===== config.mk =====
export PLATFORM = sky130hd
export DESIGN_NAME = move_arbiter_flat
export DESIGN_NICKNAME = d
export VERILOG_FILES = /design/src/rtl/move_arbiter_if.sv /design/src/rtl/move_arbiter.sv /design/src/flat_wrapper.sv
export SDC_FILE = /design/constraint.sdc
export NUM_CORES = 1
export LEC_CHECK = 0
export ABC_AREA = 0
export ABC_CLOCK_PERIOD_IN_PS = 4100
export CAP_MARGIN = 30
export CORE_ASPECT_RATIO = 1.4
export CORE_MARGIN = 8
export CORE_UTILIZATION = 58
export CTS_CLUSTER_SIZE = 40
export DETAILED_ROUTE_END_ITERATION = 10
export PLACE_DENSITY = 0.83
export SETUP_SLACK_MARGIN = 0.5
export SYNTH_ARGS = -nofsm -noshare
export SYNTH_HDL_FRONTEND = slang
export SYNTH_SLANG_ARGS = --single-unit
export TNS_END_PERCENT = 20

===== constraint.sdc =====
create_clock -name clk -period 4.1 [get_ports clk]
set_clock_uncertainty 0.2 [all_clocks]
set_input_delay 0.615 -clock clk [delete_from_list [all_inputs] [get_ports clk]]
set_output_delay 0.615 -clock clk [all_outputs]
set_load 0.02 [all_outputs]

===== src/rtl/move_arbiter_if.sv =====
// Move-command handshake between the arbiter (master) and the board-update logic (slave).
// The master holds move_valid/move_dir until the slave accepts with move_ready.
interface move_arbiter_if;
  logic       move_valid;
  logic       move_ready;
  logic [1:0] move_dir;

  modport master (output move_valid, output move_dir, input move_ready);
  modport slave  (input move_valid, input move_dir, output move_ready);
endinterface


===== src/rtl/move_arbiter.sv =====
// Latches button pulses and issues one round-robin move per handshake, then idles COOLDOWN cycles.
// A move appears one cycle after its pulse and is held stable until move_ready; presses keep latching meanwhile.
module move_arbiter #(
  parameter int COOLDOWN = 1024,
  parameter int CW       = (COOLDOWN < 1) ? 1 : $clog2(COOLDOWN + 1)
) (
  input  logic           clk,
  input  logic           rst,
  input  logic           en,
  input  logic           btn_up,
  input  logic           btn_down,
  input  logic           btn_left,
  input  logic           btn_right,
  move_arbiter_if.master mv,
  output logic           busy,
  output logic [3:0]     pending
);

  typedef enum logic [1:0] {IDLE, ISSUE, COOL} state_t;

  state_t        state, state_n;
  logic [3:0]    pend, pend_n;
  logic [3:0]    req, cand;
  logic [1:0]    ptr, ptr_n;
  logic [1:0]    dir, dir_n;
  logic [1:0]    grant, idx;
  logic          valid, valid_n;
  logic          found;
  logic [CW-1:0] cnt, cnt_n;

  assign req  = en ? {btn_right, btn_left, btn_down, btn_up} : 4'b0000;
  assign cand = pend | req;

  // Scan from ptr upward (mod 4); the first set candidate wins.
  always_comb begin
    found = 1'b0;
    grant = ptr;
    idx   = ptr;
    for (int i = 0; i < 4; i++) begin
      idx = ptr + 2'(i);
      if (!found && cand[idx]) begin
        found = 1'b1;
        grant = idx;
      end
    end
  end

  always_comb begin
    state_n = state;
    pend_n  = pend | req;
    ptr_n   = ptr;
    dir_n   = dir;
    valid_n = valid;
    cnt_n   = cnt;
    case (state)
      IDLE: begin
        if (found) begin
          // A same-cycle pulse on the winner is consumed by this grant.
          pend_n  = cand & ~(4'b0001 << grant);
          ptr_n   = grant + 2'd1;
          dir_n   = grant;
          valid_n = 1'b1;
          state_n = ISSUE;
        end
      end
      ISSUE: begin
        if (mv.move_ready) begin
          valid_n = 1'b0;
          cnt_n   = CW'(COOLDOWN);
          state_n = (COOLDOWN == 0) ? IDLE : COOL;
        end
      end
      COOL: begin
        if (cnt != '0) cnt_n = cnt - CW'(1);
        if (cnt <= CW'(1)) state_n = IDLE;
      end
      default: state_n = IDLE;
    endcase
  end

  always_ff @(posedge clk) begin
    if (rst) begin
      state <= IDLE;
      pend  <= 4'b0000;
      ptr   <= 2'd0;
      dir   <= 2'd0;
      valid <= 1'b0;
      cnt   <= '0;
    end else begin
      state <= state_n;
      pend  <= pend_n;
      ptr   <= ptr_n;
      dir   <= dir_n;
      valid <= valid_n;
      cnt   <= cnt_n;
    end
  end

  assign mv.move_valid = valid;
  assign mv.move_dir   = dir;
  assign busy          = (state != IDLE);
  assign pending       = pend;

endmodule


===== src/flat_wrapper.sv =====
// flat-port wrapper written by rule: the top's interface ports become plain ports
module move_arbiter_flat 
#(
  parameter int COOLDOWN = 1024,
  parameter int CW       = (COOLDOWN < 1) ? 1 : $clog2(COOLDOWN + 1)
)
  (clk, rst, en, btn_up, btn_down, btn_left, btn_right, busy, pending, mv_move_valid, mv_move_dir, mv_move_ready);
  move_arbiter_if mv_i ();
  input  logic clk;
  input  logic rst;
  input  logic en;
  input  logic btn_up;
  input  logic btn_down;
  input  logic btn_left;
  input  logic btn_right;
  output logic busy;
  output logic [3:0] pending;
  output wire logic [$bits(mv_i.move_valid)-1:0] mv_move_valid;
  output wire logic [$bits(mv_i.move_dir)-1:0] mv_move_dir;
  input wire logic [$bits(mv_i.move_ready)-1:0] mv_move_ready;
  assign mv_move_valid = mv_i.move_valid;
  assign mv_move_dir = mv_i.move_dir;
  assign mv_i.move_ready = mv_move_ready;
  move_arbiter #(.COOLDOWN(COOLDOWN), .CW(CW)) u_core (.clk(clk), .rst(rst), .en(en), .btn_up(btn_up), .btn_down(btn_down), .btn_left(btn_left), .btn_right(btn_right), .mv(mv_i), .busy(busy), .pending(pending));
endmodule

==> metrics.cfg <==
[outcome]
status=finished clean

[power_and_ir_drop]
powerDensity_nw_per_um2=603
swShare=0.404
p_seq_frac=0.355
combPwrFrac=0.456
power.internal_uw=532
p_leak_uw=0.000572
power_uw=892
clkPwrFrac=0.188
peakVddDrop_v=0.000352
p_sw_uw=360

[detailed_routing]
routed_wirelength_mm=2.80
wire_per_inst_um=15.7
drtPass1Iterations=4
num_vias=1133
drtAntennaViolNets=0
drt-initial-drc-count=37
remaining_drc_errors=0
vias_per_cell=6.37

[synthesis]
ys_top_cells_by_count=dfxtp_1, a21oi_1, nor2_1, or3_1, ha_1
synth-seq-area-share=0.343
ys.flop_type=dfxtp_1
synth_largest_area_cell=dfxtp_1
syn_area_per_cell_sq_um=9.04
ys_ff_latch=22
synth_nets=157
synth_edf_count=0
synthCells=142
synth.most_common_cell=dfxtp_1
async_flop_share=0
syn_area_sq_um=1280
yosys.cell_types.count=40
netlist_top_cells_area=dfxtp_1, ha_1, a21oi_1
synth_top_area_frac=0.343
ys_warn_count=0

[grt]
gr-total-overflow=0
grt_pass1_wl_mm=4.86
grt_usage=0.141
grt_max_degree=20
antenna_found_initial=0
grt_pass1_vias=1137

[clock_network]
cts.sinks=22
clkLatencyLatePin_ns=0.31
root_buffer=clkbuf_4
post_cts.repair.setup_buffers=0
cts_hold_buf=0
cts_buffer_depth=2
cts_buffers=3
cts_tree=done
cts_resized=0
htreeDepth=1
cts.clk_slew.worst_paths_ns=0.13

[place]
portBuffers=15
place.gp.congestion=0.826
hpwl_mm=2.10

[sta]
hold_violations=0
worstMarginPinSlew_ns=0.603
rsz0062_at_grt=no
fmaxAchievable_mhz=393
setup_tns_ns=0
slew_violations=0
period_share=0.620
max_slew_margin=0.597
report.final.setup_viol=0
post-route-min-period_ns=2.54

[critical_path]
worstPathArrival_ns=2.54
required_ns=4.10
end_kind=register
worstSetupPathType=in -> reg
cp-start-kind=input port
critPathMaxFanout=10

[final_layout]
final_layout_size_suffix_gt1_frac=0.0705
num-fill-cells=166
num_antenna_cells=0
finalNetCount=172
syn2layout_area_growth_pct=15.2

[die]
rows=20
core-area_sq_um=2130
pin_count=16
fp.dieArea_sq_um=4000
die_x_um=55.8
dieHeight_um=71.7
initial_core_util=0.604

[worst_hold_path]
min_path_type=reg -> reg

[flow_run]
cap_violations=0

power by group through the flow:
stage,combinational [uW],clock (uW),sequential (uW)
2_1_floorplan,338,0,323
3_3_place_gp,396,0,318
3_5_place_dp,404,0,321
4_1_cts,408,171,316
5_1_grt,458,178,323
6_report,407,168,317
logic make-up (layout without fill, tap and decap cells):
group                      count (synthesis)  after routing  synth area share
and+or+nand+nor                           53             53             0.262
AOI/OAI and AO/OA                         47             47             0.261
DFF                                       22             22             0.343
buffers and inverters                     10             24            0.0419
adders and majority gates                  7              7            0.0682
muxes                                      3              3            0.0234
registers in the layout, indices dropped and copies added, names as in the netlist:
| name | cells |
|---|---|
| u_core.ptr | 2 |
| u_core.mv.move_valid | 1 |
| u_core.mv.move_dir | 2 |
| u_core.pending | 4 |
| u_core.cnt | 11 |
| u_core.state | 2 |
routing by layer:
layer / track usage / wire [um]
met1: 0.143 / 1150
met4: 0.0659 / 50
met3: 0.0300 / 127
met2: 0.264 / 1470
met5: 0 / 0
per-stage QoR:
step                      area [sq um]  instances  hold slack, ns  setup slack, ns   util
after CTS                         1480        178           0.293             1.57  0.695
after detailed placement          1430        174           0.276             1.22  0.671
after global placement            1430        174           0.264             1.27  0.671
final                             1480        178           0.294             1.56  0.695
after floorplan                   1280        142           0.251             1.83      -
after global routing              1480        178           0.328             1.44  0.695
critical path, cell delays in order:
cell and delay (ns):
clkdlybuf4s50_1 0.65, a21oi_1 0.20, or3_1 0.32, and4_1 0.26
ha_1 0.30, mux2i_1 0.14, nor2_1 0.05
area by class of cell:
type,count,area [sq um],share of cell area
Clock buffer,3,22.5,0.0152
Clock inverter,1,30.0,0.0203
Inverter,5,18.8,0.0127
Multi-Input combinational cell,110,790,0.534
Sequential cell,22,440,0.298
Tap cell,22,27.5,0.0186
Timing Repair Buffer,15,150,0.102
layout by cell type (no fill, tap or decap), drive strengths merged, types with 3 or more instances in the layout:
master,count
nor4,3
a21o,4
o21ai,4
nand2,6
nand2b,5
or4,4
nor2,10
clkbuf,3
ha,7
mux2i,3
or3,9
o31ai,6
a211oi,6
inv,5
a21oi,15
clkdlybuf4s50,15
dfxtp,22
nor2b,3
worst paths after layout:
kind            startpoint       endpoint  slack (ns)  cells after the start
max                     en  u_core.ptr[1]        1.56                      7
min          u_core.cnt[9]  u_core.cnt[9]        0.29                      2
max reg2reg  u_core.cnt[0]  u_core.cnt[2]        1.90                      6
min reg2reg  u_core.cnt[9]  u_core.cnt[9]        0.29                      2
Note: power is estimated with default switching activity, not from simulation.
